==> src/rtl/systolic_feed_ctrl.sv <==
// Streams a captured ARRAY_W x ARRAY_L matrix into a systolic array with a one-cycle skew per row.
// Optional stall input is enabled by defining SYSTOLIC_FEED_CTRL_STALL_EN.
module systolic_feed_ctrl #(
    parameter int DATA_WIDTH   = 8,
    parameter int ARRAY_W      = 4,
    parameter int ARRAY_L      = 4,
    parameter int DRAIN_CYCLES = 4
) (
    input  logic                                               clk,
    input  logic                                               rst_n,
`ifdef SYSTOLIC_FEED_CTRL_STALL_EN
    input  logic                                               stall,
`endif
    input  logic                                               start,
    input  logic [0:ARRAY_W-1][0:ARRAY_L-1][DATA_WIDTH-1:0]    matrix_in,
    output logic [0:ARRAY_W-1][DATA_WIDTH-1:0]                 row_data,
    output logic [0:ARRAY_W-1]                                 row_valid,
    output logic                                               busy,
    output logic                                               done
);

    localparam int T_LAST = ARRAY_W + ARRAY_L - 2;
    localparam int TW     = (T_LAST > 0) ? $clog2(T_LAST + 1) : 1;
    localparam logic [TW-1:0] T_LAST_V = TW'(T_LAST);
    localparam int DRAIN_LAST_I = (DRAIN_CYCLES > 0) ? DRAIN_CYCLES - 1 : 0;
    localparam logic [7:0] DRAIN_LAST = 8'(DRAIN_LAST_I);

    typedef logic [0:ARRAY_W-1][0:ARRAY_L-1][DATA_WIDTH-1:0] mat_t;
    typedef logic [0:ARRAY_W-1][DATA_WIDTH-1:0]              rows_t;
    typedef enum logic [1:0] {S_IDLE, S_FEED, S_DRAIN, S_DONE} state_t;

    state_t                               r_state, w_state_next;
    logic [TW-1:0]                        r_t, w_t_next;
    logic [7:0]                           r_drain, w_drain_next;
    mat_t                                 r_buf;
    mat_t                                 w_src;
    logic                                 w_start;
    logic                                 w_stall;
    logic [0:ARRAY_W-1][0:ARRAY_L-1]      w_hit;
    rows_t                                w_row_data_next;
    logic [0:ARRAY_W-1]                   w_row_valid_next;
    logic                                 w_busy_next;
    logic                                 w_done_next;
    rows_t                                r_row_data;
    logic [0:ARRAY_W-1]                   r_row_valid;
    logic                                 r_busy;
    logic                                 r_done;

    assign w_start = (r_state == S_IDLE) && start;

`ifdef SYSTOLIC_FEED_CTRL_STALL_EN
    assign w_stall = stall && ((r_state == S_FEED) || (r_state == S_DRAIN));
`else
    assign w_stall = 1'b0;
`endif

    always_ff @(posedge clk or negedge rst_n) begin
        if (!rst_n) begin
            r_state <= S_IDLE;
            r_t     <= '0;
            r_drain <= '0;
        end else begin
            r_state <= w_state_next;
            r_t     <= w_t_next;
            r_drain <= w_drain_next;
        end
    end

    always_comb begin
        w_state_next = r_state;
        w_t_next     = r_t;
        w_drain_next = r_drain;
        if (!w_stall) begin
            case (r_state)
                S_IDLE: begin
                    w_t_next     = '0;
                    w_drain_next = '0;
                    if (start) w_state_next = S_FEED;
                end
                S_FEED: begin
                    w_drain_next = '0;
                    if (r_t == T_LAST_V) begin
                        w_t_next     = '0;
                        w_state_next = (DRAIN_CYCLES == 0) ? S_DONE : S_DRAIN;
                    end else begin
                        w_t_next = r_t + 1'b1;
                    end
                end
                S_DRAIN: begin
                    w_t_next = '0;
                    if (r_drain == DRAIN_LAST) begin
                        w_drain_next = '0;
                        w_state_next = S_DONE;
                    end else begin
                        w_drain_next = r_drain + 8'd1;
                    end
                end
                default: begin
                    w_t_next     = '0;
                    w_drain_next = '0;
                    w_state_next = S_IDLE;
                end
            endcase
        end
    end

    always_ff @(posedge clk or negedge rst_n) begin
        if (!rst_n) begin
            r_buf <= '0;
        end else if (w_start) begin
            r_buf <= matrix_in;
        end
    end

    // On the capture edge the buffer is not yet loaded, so cycle 0 is fed straight from matrix_in.
    assign w_src = w_start ? matrix_in : r_buf;

    genvar gi, gj;
    generate
        for (gi = 0; gi < ARRAY_W; gi++) begin : g_row
            for (gj = 0; gj < ARRAY_L; gj++) begin : g_col
                assign w_hit[gi][gj] = (w_state_next == S_FEED) && (w_t_next == TW'(gi + gj));
            end
            assign w_row_valid_next[gi] = |w_hit[gi];
        end
    endgenerate

    always_comb begin
        w_row_data_next = '0;
        for (int i = 0; i < ARRAY_W; i++) begin
            for (int j = 0; j < ARRAY_L; j++) begin
                if (w_hit[i][j]) w_row_data_next[i] = w_src[i][j];
            end
        end
        w_busy_next = (w_state_next == S_FEED) || (w_state_next == S_DRAIN);
        w_done_next = (w_state_next == S_DONE);
    end

    always_ff @(posedge clk or negedge rst_n) begin
        if (!rst_n) begin
            r_row_data  <= '0;
            r_row_valid <= '0;
            r_busy      <= 1'b0;
            r_done      <= 1'b0;
        end else if (!w_stall) begin
            r_row_data  <= w_row_data_next;
            r_row_valid <= w_row_valid_next;
            r_busy      <= w_busy_next;
            r_done      <= w_done_next;
        end
    end

    assign row_data  = r_row_data;
    assign row_valid = r_row_valid;
    assign busy      = r_busy;
    assign done      = r_done;

endmodule
==> config.mk <==
export PLATFORM = sky130hd
export DESIGN_NAME = systolic_feed_ctrl
export DESIGN_NICKNAME = d
export VERILOG_FILES = /design/src/rtl/systolic_feed_ctrl.sv
export SDC_FILE = /design/constraint.sdc
export NUM_CORES = 1
export LEC_CHECK = 0
export BUFFER_PORTS_ARGS = -buffer_cell sky130_fd_sc_hd__buf_2
export CORE_AREA = 2 2 103 154
export CTS_BUF_LIST = sky130_fd_sc_hd__clkbuf_2
export CTS_CLUSTER_DIAMETER = 120
export DETAILED_ROUTE_END_ITERATION = 7
export DIE_AREA = 0 0 105 156
export HOLD_SLACK_MARGIN = 0.12
export MAX_ROUTING_LAYER = met4
export PLACE_DENSITY_LB_ADDON = 0.15
export RECOVER_POWER = 100
export SYNTH_ARGS = -nofsm -noshare
export SYNTH_HDL_FRONTEND = slang
export SYNTH_SLANG_ARGS = --single-unit
==> constraint.sdc <==
create_clock -name clk -period 2.8 [get_ports clk]
set_input_delay 0.28 -clock clk [delete_from_list [all_inputs] [get_ports clk]]
set_output_delay 0.28 -clock clk [all_outputs]
set_load 0.03 [all_outputs]
* After elaboration in Yosys (flattened, before gate mapping)
Cells that the tools add are included.
** Operators by class
- Eq/ne operators :: 13
- $add $sub $neg :: 2
- Multiplexer cells :: 25
- Reductions and logical operators :: 15
** Operators with widths (count)
- two-way mux 8 bit :: 18
- two-way mux 128 bit :: 1
- OR reduction 4 bit :: 4
- equality test 3 bit (second input constant) :: 4
- adder 8 x 1 -> 8 bit (second input constant) :: 1
- equality test 8 x 2 -> 1 bit (second input constant) :: 1
- logical AND 1 bit :: 8
- equality test 2 bit (second input constant) :: 3
- equality test 3 x 2 -> 1 bit (second input constant) :: 2
- two-way mux 2 bit :: 3
- two-way mux 3 bit :: 2
- one-hot mux 2 bit (3 select lines) :: 1
- equality test 2 x 1 -> 1 bit (second input constant) :: 2
- adder 3 x 1 -> 3 bit (second input constant) :: 1
- equality test 3 x 1 -> 1 bit (second input constant) :: 1
- logical NOT 3 bit :: 1
- logical NOT 2 bit :: 1
- logical OR 1 bit :: 1
** Storage, ports and cells
- Input port bits :: 131
- Logic and storage cells :: 81
- Output and inout bits :: 38
- Register bits after elaboration :: 179

* Longest topological paths before layout
Gate-level depths: netlist of run 1.
- Depth after elaboration :: 9
- Gate-level depth with buffers :: 12
- Depth with buffers taken out :: 10

* Least setup slack after synthesis of run 1
Ideal clock, no wire load.
- Kind :: register -> register
- Start :: register r_t[0]
- End :: register r_row_data (netlist bit row_data[27])
- Slack :: -0.302 ns
- Arrival time :: 2.968 ns
- Cell stages (with the launch flop) :: 13
- Required time :: 2.666 ns
- Path through :: dfrtp_1 > clkbuf_1 > buf_1 > clkbuf_1 > nor2_1 > o22ai_1 > ha_1 > or4bb_1 > inv_1 > nand2_1 > clkbuf_1 > o32ai_1 > a211oi_1
** RTL lines
- start, declared :: line 33 : logic [TW-1:0] r_t, w_t_next;
- start signal, assigned :: line 64 : r_t <= w_t_next;
- end signal, assigned :: line 146 : r_row_data <= w_row_data_next;
- end, declared :: line 44 : rows_t r_row_data;

==> results.sh, run 1 <==
export IMPL_grt_max_degree=70
export IMPL_remaining_drc_errors=0
export IMPL_clock_latency_ns=0.69
export IMPL_min_path_type="in2reg"
export IMPL_irDropWorstVdd_uv=550
export IMPL_setup_violations=0
export IMPL_r2r_end="row_data[27]"
export IMPL_r2r_cells=10
export IMPL_cts_buffer_depth=2
export IMPL_core_mm2=0.0150
export IMPL_rsz0062_at_grt="false"
export IMPL_tritoncts="built"
export IMPL_synth_seq_area_share_pct=59.4
export IMPL_place_congestion=0.835
export IMPL_initialDrtViolationCount=220
export IMPL_synth_distinct_cells=41
export IMPL_avgRoutedWirePerCell_um=16.8
export IMPL_die_w_um=105
export IMPL_synth_most_common_cell="dfrtp_1"
export IMPL_crit_path_end_kind="register"
export IMPL_syn_nets=716
export IMPL_clock_fmax_ghz=0.378
export IMPL_drtPass1Iterations=4
export IMPL_syn_inst=582
export IMPL_worst_endpoint_required_ns=3.38
export IMPL_grt_ovfl_total=0
export IMPL_cts_sinks=179
export IMPL_initial_core_util_pct=50.2
export IMPL_cap_violations=1
export IMPL_antenna_found_initial=1
export IMPL_p_leak_nw=4.84
export IMPL_sw_frac_of_total_pct=37.9
export IMPL_timing_final_crit_share_pct=94.4
export IMPL_violations="capacitance limit, slew limit"
export IMPL_final_max_slew_violation_count=66
export IMPL_portBuffers=168
export IMPL_seqPwrFrac_pct=41.4
export IMPL_worst_pin_slew_ns=1.58
export IMPL_fin_worst_skew_ns=0.0282
export IMPL_rows=55
export IMPL_grt_pass1_wl_um=30500
export IMPL_cp_start_kind="register"
export IMPL_vias=5630
export IMPL_cp_arrival_ns=3.22
export IMPL_syn_area_per_cell_um2=12.9
export IMPL_power_share_clock_pct=13.2
export IMPL_cts_root_buf="clkbuf_2"
export IMPL_synth_top_family_by_area="multiplexers"
export IMPL_comb_power_share_pct=45.3
export IMPL_synth_xor_area_share_pct=0.697
export IMPL_power_switching_w=0.00379
export IMPL_totalWireLength_um=18700
export IMPL_h_tree_depth=4
export IMPL_yosys_area_share_simple_pct=8.45
export IMPL_r2r_slack_ns=0.16
export IMPL_synthTopCellsByArea="dfrtp_1, mux2_2, nand2_1"
export IMPL_hold_viol=0
export IMPL_synth_adder_area_share_pct=0.498
export IMPL_netlist_area_mm2=0.00754
export IMPL_area_growth_syn_to_layout_pct=35.7
export IMPL_synth_common_cells="dfrtp_1, mux2_2, nand2_1, nor2_1, inv_1"
export IMPL_cts_buffers=17
export IMPL_p_int_w=0.00622
export IMPL_yosys_warnings=0
export IMPL_p_per_area_mw_per_mm2=979
export IMPL_fin_crit_ns=2.64
export IMPL_synth_edf_count=0
export IMPL_dp_hpwl_um=12000
export IMPL_grt_pass1_vias=6193
export IMPL_ant_nets=0
export IMPL_yosys_mux_area_fraction_pct=20.8
export IMPL_die_area_mm2=0.0164
export IMPL_fin_nets=1030
export IMPL_die_h_um=156
export IMPL_io_pins=169
export IMPL_power_w=0.0100
export IMPL_timing_rr_start="r_drain[7]"
export IMPL_crit_end="row_data[27]"
export IMPL_synth_top_cell_area_share_pct=59.4
export IMPL_grt_use_total_pct=24.5
export IMPL_layout_drive_gt1_share_pct=29.3
export IMPL_ys_seq_elements=179
export IMPL_post_drt_via_cell_ratio=5.08
export IMPL_status="finished with violations"
export IMPL_synth_main_ff_cell="dfrtp_1"
export IMPL_clkTransAtPathRegs_ns=0.24
export IMPL_postSynth_asyncResetShare_pct=100
export IMPL_fin_cells=1109
export IMPL_dp_cells=941
export IMPL_synth_compound_area_share_pct=7.04
export IMPL_yosys_area_top_type="dfrtp_1"
export IMPL_crit_type="reg2reg"
export IMPL_cp_startpoint="r_drain[7]"
export IMPL_slew_limit_headroom_pct=-5.34
export IMPL_critPathMaxFanout=4
## placed cells by master (no fill, tap or decap), drive strengths merged, types with 2 or more instances in the layout
master         n
a22oi          8
nand2         74
dfrtp        179
nor2b          9
o31ai          8
nor2          31
a22o           8
mux2i         17
o21a           9
a31oi          4
o32ai          4
a32o           8
inv           26
nor3           4
ha             3
mux2         108
a2bb2oi        4
nand3          5
o22ai          5
nand2b        10
bufinv         2
and3           3
a21oi          3
dlygate4sd3  130
a211oi         4
buf          146
clkinv         6
or2            2
clkbuf        65
xor2           5
mux4           8
## worst max-delay path, stage by stage (launching register included)
cell	delay, ns
dfrtp_1	0.45
nor4_2	0.30
and3_1	0.21
mux2i_1	0.09
o22ai_2	0.20
ha_1	0.19
or4bb_4	0.53
nor3_1	0.16
clkbuf_2	0.19
nor2b_1	0.17
a211oi_1	0.06
## power groups by stage
stage	logic (W)	clock network, W	registers [W]
detailed placement	0.00439	0	0.00420
CTS	0.00463	0.00138	0.00413
floorplan	0.00279	0	0.00451
finish	0.00454	0.00133	0.00415
global placement	0.00426	0	0.00414
global route	0.00495	0.00149	0.00426
## state kept, by name, summed over array words and instances (netlist names)
register   cells
row_data      32
r_state        2
r_buf        128
busy           1
row_valid      4
r_t            3
done           1
r_drain        8
## routing by layer
layer | up-vias | GRT usage, % | part of all wire [%]
met5 | - | - | 0
met4 | 0 | 8.76 | 2.4
met3 | 34 | 4.59 | 4.0
met2 | 155 | 43.9 | 54
met1 | 2776 | 27.3 | 39
li1 | 2665 | - | -
## layout make-up
class                   instances  area, um^2
fillers                      1169        4770
flip-flops and latches        179        4480
multi-input cells             354        2890
repair buffers                323        2280
well taps                     199         249
clock inverters                14         150
clock buffers                  18        90.1
inverters                      21        86.3
diodes                          1        2.50
## cells by family after synthesis
group	count (synthesis)
XOR/XNOR	6
AO/OA/AOI/OAI	68
buffers and inverters	49
AND/OR/NAND/NOR	144
multiplexers	133
adder cells (fa/ha/maj)	3
flip-flops	179
## worst min path at each step
stage	start	to	depth (start not counted)	slack [ns]
after global placement	rst_n	r_buf[25]	1	0.32
after global routing	start	busy	5	0.13
after CTS	start	r_buf[12]	5	0.12
after floorplan	rst_n	busy	0	-0.02
final	start	r_buf[6]	5	0.20
after detailed placement	rst_n	r_buf[19]	1	0.32
## metrics by stage
step / worst slack [ns] / hold slack, ns / util [%] / instance area [um^2] / setup TNS (ns)
after global placement: -0.0866 / 0.316 / 57.9 / 8690 / -0.342
after floorplan: 0.0802 / -0.0156 / - / 7540 / 0
after detailed placement: -0.326 / 0.324 / 57.9 / 8690 / -2.88
after global routing: 0.00685 / 0.128 / 68.2 / 10200 / 0
final: 0.156 / 0.198 / 68.2 / 10200 / 0
after CTS: 0.00738 / 0.124 / 68.7 / 10300 / 0
## repair_timing
action / 4_1_cts / 5_1_grt
hold buffers: 131 / 0
gates resized for setup: 10 / 11
setup buffers: 2 / 2
endpoints found under the setup margin: 24 / 24
endpoints found under the hold margin: 339 / 0
pin swaps: 2 / 3
(Power assumes the default switching activity.)
==> inputs of run 2 (changes only) <==
- RECOVER_POWER: 100 -> not set
==> results.sh, run 2 (synthesized netlist as in run 1, its figures left out) <==
export IMPL_fin_crit_ns=2.63
export IMPL_totalWireLength_um=18700
export IMPL_grt_pass1_vias=6193
export IMPL_io_pins=169
export IMPL_slew_limit_headroom_pct=42.0
export IMPL_power_w=0.0102
export IMPL_dp_cells=941
export IMPL_hold_viol=0
export IMPL_clkTransAtPathRegs_ns=0.24
export IMPL_h_tree_depth=4
export IMPL_ant_nets=0
export IMPL_fin_cells=1109
export IMPL_final_max_slew_violation_count=0
export IMPL_portBuffers=168
export IMPL_cp_start_kind="register"
export IMPL_initialDrtViolationCount=228
export IMPL_worstHoldStart="start"
export IMPL_final_cell_mix="dfrtp_1, buf_2, dlygate4sd3_1, mux2_2, nand2_1"
export IMPL_clock_latency_ns=0.70
export IMPL_largest_register="r_buf"
export IMPL_r2r_end="row_data[27]"
export IMPL_grt_ovfl_total=0
export IMPL_drtPass1Iterations=4
export IMPL_r2r_cells=11
export IMPL_die_area_mm2=0.0164
export IMPL_worst_endpoint_required_ns=3.38
export IMPL_area_growth_syn_to_layout_pct=37.8
export IMPL_timing_final_crit_share_pct=94.0
export IMPL_rsz0062_at_grt="false"
export IMPL_largest_reg_flops=128
export IMPL_clock_fmax_ghz=0.380
export IMPL_post_drt_via_cell_ratio=5.08
export IMPL_die_w_um=105
export IMPL_crit_type="reg2reg"
export IMPL_fillers=1131
export IMPL_cp_arrival_ns=3.21
export IMPL_initial_core_util_pct=50.2
export IMPL_grt_use_total_pct=24.5
export IMPL_core_mm2=0.0150
export IMPL_cts_sinks=179
export IMPL_antenna_found_initial=1
export IMPL_grt_pass1_wl_um=30500
export IMPL_layout_drive_gt1_share_pct=39.3
export IMPL_avgRoutedWirePerCell_um=16.9
export IMPL_r2r_slack_ns=0.17
export IMPL_fin_nets=1030
export IMPL_tritoncts="built"
export IMPL_cts_buffer_depth=2
export IMPL_final_common_cell="dfrtp_1"
export IMPL_die_h_um=156
export IMPL_irDropWorstVdd_uv=557
export IMPL_cap_violations=0
export IMPL_min_path_type="in2reg"
export IMPL_remaining_drc_errors=0
export IMPL_cts_buffers=17
export IMPL_vias=5639
export IMPL_place_congestion=0.835
export IMPL_worst_pin_slew_ns=0.861
export IMPL_setup_violations=0
export IMPL_p_per_area_mw_per_mm2=986
export IMPL_final_util_pct=69.2
export IMPL_timing_rr_start="r_drain[7]"
export IMPL_grt_max_degree=70
export IMPL_min_path_cells=5
export IMPL_whs_endpoint="r_buf[6]"
export IMPL_dp_hpwl_um=12000
export IMPL_cts_root_buf="clkbuf_2"
export IMPL_rows=55
export IMPL_fin_worst_skew_ns=0.0315
export IMPL_p_leak_nw=5.02
export IMPL_status="complete, no violations"
export IMPL_crit_path_end_kind="register"
export IMPL_critPathMaxFanout=14
[run 2: worst max-delay path by stage]
stage	start	slack, ns	to
global route	r_drain[4]	0.02	row_data[27]
CTS	r_drain[4]	0.007	row_data[24]
global placement	r_drain[4]	-0.09	row_data[27]
finish	r_drain[7]	0.17	row_data[27]
detailed placement	r_drain[4]	-0.33	row_data[24]
floorplan	r_t[0]	0.08	row_data[27]
[run 2: what timing repair did]
action                     CTS  global route
resized for setup           10            11
setup endpoints to repair   24            24
setup buffers                2             2
pin swaps                    2             3
hold endpoints to repair   339             0
hold buffers               131             0
[run 2: critical path, cell delays in order (launching register included)]
cell and delay, ns:
dfrtp_1 0.45, nor4_2 0.29, and3_1 0.20, mux2i_1 0.09, o22ai_2 0.21, ha_2 0.21, or4bb_4 0.52, inv_8 0.11
buf_12 0.15, nand2b_4 0.08, o32ai_2 0.15, a211oi_1 0.07
[run 2: through the flow]
| stage | instance area (um^2) | worst slack, ns | setup TNS, ns | hold WS (ns) |
|---|---|---|---|---|
| CTS | 10300 | 0.00738 | 0 | 0.124 |
| detailed placement | 8690 | -0.326 | -2.88 | 0.324 |
| global placement | 8690 | -0.0866 | -0.342 | 0.316 |
| floorplan | 7540 | 0.0802 | 0 | -0.0156 |
| finish | 10400 | 0.167 | 0 | 0.194 |
| global route | 10400 | 0.0208 | 0 | 0.125 |
[run 2: cell type report]
class / count / area, um^2 / area share (%)
clock inverters: 14 / 150 / 1.45
inverters: 21 / 86.3 / 0.831
well taps: 199 / 249 / 2.40
flip-flops and latches: 179 / 4480 / 43.1
diodes: 1 / 2.50 / 0.0241
multi-input cells: 354 / 2910 / 28.0
clock buffers: 18 / 90.1 / 0.867
repair buffers: 323 / 2420 / 23.3
[run 2: power breakdown]
group          total [W]  internal, W  leakage, nW  switching [W]
Sequential       0.00414      0.00376         2.18       0.000374
Combinational    0.00477      0.00223         2.69        0.00254
Clock            0.00133     0.000429        0.149       0.000902
[run 2: layer usage]
| metal | wire, um | global-route usage [%] | up-vias | share of wire (%) |
|---|---|---|---|---|
| met5 | 0 | - | - | 0 |
| met4 | 444 | 8.76 | 0 | 2.4 |
| li1 | - | - | 2673 | - |
| met3 | 772 | 4.59 | 32 | 4.1 |
| met1 | 7300 | 27.3 | 2762 | 39 |
| met2 | 10200 | 43.9 | 172 | 54 |
==> inputs of run 3 (changes only) <==
- ABC_AREA: not set -> 1
- CORE_AREA: 2 2 103 154 -> 2 2 102 154
- DIE_AREA: 0 0 105 156 -> 0 0 104 156
==> results.sh, run 3 <==
export IMPL_fin_cells=1400
export IMPL_synth_common_cells="nand2_1, dfrtp_1, nand3_1, nand4_1, inv_1"
export IMPL_place_ws_ns=0.322
export IMPL_critPathMaxFanout=48
export IMPL_synth_compound_area_share_pct=0.670
export IMPL_die_area_mm2=0.0162
export IMPL_slew_limit_headroom_pct=40.6
export IMPL_rsz0062_at_grt="false"
export IMPL_avgRoutedWirePerCell_um=15.6
export IMPL_power_w=0.00918
export IMPL_synth_seq_area_share_pct=59.9
export IMPL_clock_fmax_ghz=0.375
export IMPL_critical_path_top_delay_family="buffers and inverters"
export IMPL_synth_most_common_cell="nand2_1"
export IMPL_cp_arrival_ns=3.34
export IMPL_multi_input_area_mm2=0.00266
export IMPL_layout_drive_gt1_share_pct=18.6
export IMPL_ant_nets=0
export IMPL_grt_pass1_wl_um=35300
export IMPL_syn_area_per_cell_um2=8.64
export IMPL_synthTopCellsByArea="dfrtp_1, nand2_1, nand3_1"
export IMPL_dp_hpwl_um=12700
export IMPL_grt_pass1_vias=7290
export IMPL_grt_use_total_pct=28.5
export IMPL_io_pins=169
export IMPL_remaining_drc_errors=0
export IMPL_holdWs_ns=0.337
export IMPL_cts_buffers=17
export IMPL_synth_main_ff_cell="dfrtp_1"
export IMPL_min_path_type="in2reg"
export IMPL_clkTransAtPathRegs_ns=0.26
export IMPL_r2r_cells=8
export IMPL_ys_seq_elements=179
export IMPL_initialDrtViolationCount=465
export IMPL_path_cells="nor2_4 -> buf_6 -> nand3_1 -> dlygate4sd3_1 -> nand2_1 -> dlygate4sd3_1 -> nand2_1 -> nand4_1"
export IMPL_fin_worst_skew_ns=0.0453
export IMPL_synth_distinct_cells=22
export IMPL_fin_nets=1321
export IMPL_yosys_area_top_type="dfrtp_1"
export IMPL_irDropWorstVdd_uv=509
export IMPL_max_stage_delay_ns=0.61
export IMPL_syn_inst=865
export IMPL_grt_max_degree=83
export IMPL_crit_type="reg2reg"
export IMPL_synth_edf_count=0
export IMPL_fin_crit_ns=2.67
export IMPL_timing_final_crit_share_pct=95.2
export IMPL_synth_top_family_by_area="simple AND/OR/NAND/NOR gates"
export IMPL_worst_endpoint_required_ns=3.47
export IMPL_syn_nets=999
export IMPL_tritoncts="built"
export IMPL_post_drt_via_cell_ratio=5.07
export IMPL_hold_viol=0
export IMPL_yosys_mux_area_fraction_pct=0
export IMPL_setup_violations=0
export IMPL_r2r_slack_ns=0.13
export IMPL_final_cell_mix="nand2_1, dfrtp_1, dlygate4sd3_1, buf_2, nand3_1"
export IMPL_cts_sinks=179
export IMPL_netlist_area_mm2=0.00747
export IMPL_whs_endpoint="r_buf[117]"
export IMPL_postSynth_asyncResetShare_pct=100
export IMPL_area_growth_syn_to_layout_pct=39.9
export IMPL_r2r_end="row_data[4]"
export IMPL_initial_core_util_pct=50.3
export IMPL_cp_start_kind="register"
export IMPL_worst_pin_slew_ns=0.891
export IMPL_synth_adder_area_share_pct=0.502
export IMPL_rows=55
export IMPL_yosys_area_share_simple_pct=34.2
export IMPL_worstHoldStart="matrix_in[117]"
export IMPL_drtPass1Iterations=6
export IMPL_largest_reg_flops=128
export IMPL_die_h_um=156
export IMPL_min_path_cells=4
export IMPL_synth_top_cell_area_share_pct=59.9
export IMPL_die_w_um=104
export IMPL_core_mm2=0.0149
export IMPL_p_per_area_mw_per_mm2=878
export IMPL_timing_rr_start="r_state[1]"
export IMPL_cp_slowest_cell="dlygate4sd3_1"
export IMPL_fillers=1150
export IMPL_cap_violations=0
export IMPL_antenna_found_initial=1
export IMPL_grt_ovfl_total=0
export IMPL_status="complete, no violations"
export IMPL_h_tree_depth=4
export IMPL_p_leak_nw=5.43
export IMPL_clock_latency_ns=0.73
export IMPL_crit_path_end_kind="register"
export IMPL_ff_latch_area_mm2=0.00448
export IMPL_post_cts_repair_setup_buffers=0
export IMPL_yosys_warnings=0
export IMPL_cts_root_buf="clkbuf_2"
export IMPL_critPathBufInv=3
export IMPL_fin_tns_setup_ns=0
export IMPL_dp_cells=1197
export IMPL_synth_xor_area_share_pct=0.117
export IMPL_largest_register="r_buf"
export IMPL_final_max_slew_violation_count=0
export IMPL_final_common_cell="nand2_1"
export IMPL_fin_ws_ns=0.133
export IMPL_place_congestion=0.809
export IMPL_vias=7100
export IMPL_cts_buffer_depth=2
export IMPL_totalWireLength_um=21900
export IMPL_portBuffers=168
==> run 3: layout make-up <==
cell class,instances,area share (%)
tap,199,2.38
clock inverter,15,1.38
timing repair buffer,353,26.2
clock buffer,17,0.814
antenna,1,0.0239
inverter,26,0.933
multi-input combinational,610,25.5
sequential,179,42.8
==> run 3: worst register-to-register path, delay by kind of cell (launching register included) <==
kind / cells / cell delay [ns]
buffers and inverters: 3 / 1.54
DFF: 1 / 0.51
and+or+nand+nor: 5 / 0.58
==> run 3: per-stage QoR <==
stage / cell area (um^2) / util (%)
after detailed placement: 8500 / 57.2
after CTS: 10500 / 70.3
after global placement: 8500 / 57.2
after global routing: 10500 / 70.3
after floorplan: 7470 / -
final: 10500 / 70.3
==> run 3: metal layers <==
layer	up-vias	GRT usage (%)	wire, um	part of all wire, %
met4	0	11.9	620	2.8
li1	3432	-	-	-
met2	237	50.3	11700	54
met1	3374	31.8	8560	39
met5	-	-	0	0
met3	57	5.14	997	4.6
==> run 3: cells by family (layout without fill, tap and decap cells) <==
group / Yosys count / after routing
AND/OR/NAND/NOR: 597 / 597
flip-flops: 179 / 179
buffers and inverters: 76 / 411
AO/OA/AOI/OAI: 9 / 9
adder cells (fa/ha/maj): 3 / 3
XOR/XNOR: 1 / 1
other: 0 / 1
==> run 3: worst max-delay path by stage <==
stage	start	end	slack (ns)	cells past startpoint
2_1_floorplan	r_state[0]	row_data[27]	0.50	11
3_3_place_gp	r_state[1]	row_valid[3]	0.39	9
3_5_place_dp	r_state[1]	row_data[27]	0.32	10
4_1_cts	r_state[0]	row_data[6]	0.19	8
5_1_grt	r_state[0]	row_data[4]	0.04	8
6_report	r_state[1]	row_data[4]	0.13	8
==> run 3: report_power, final <==
group	internal (W)	total (W)	switching [W]	leakage, nW
logic	0.00133	0.00392	0.00259	3.03
clock network	0.000277	0.00125	0.000974	0.133
registers	0.00366	0.00401	0.000351	2.27
total	0.00527	0.00918	0.00391	5.43
==> run 3: what timing repair did <==
action,4_1_cts,5_1_grt
endpoints found under the hold margin,340,0
resized for setup,0,1
setup endpoints to repair,0,2
hold buffers,170,0
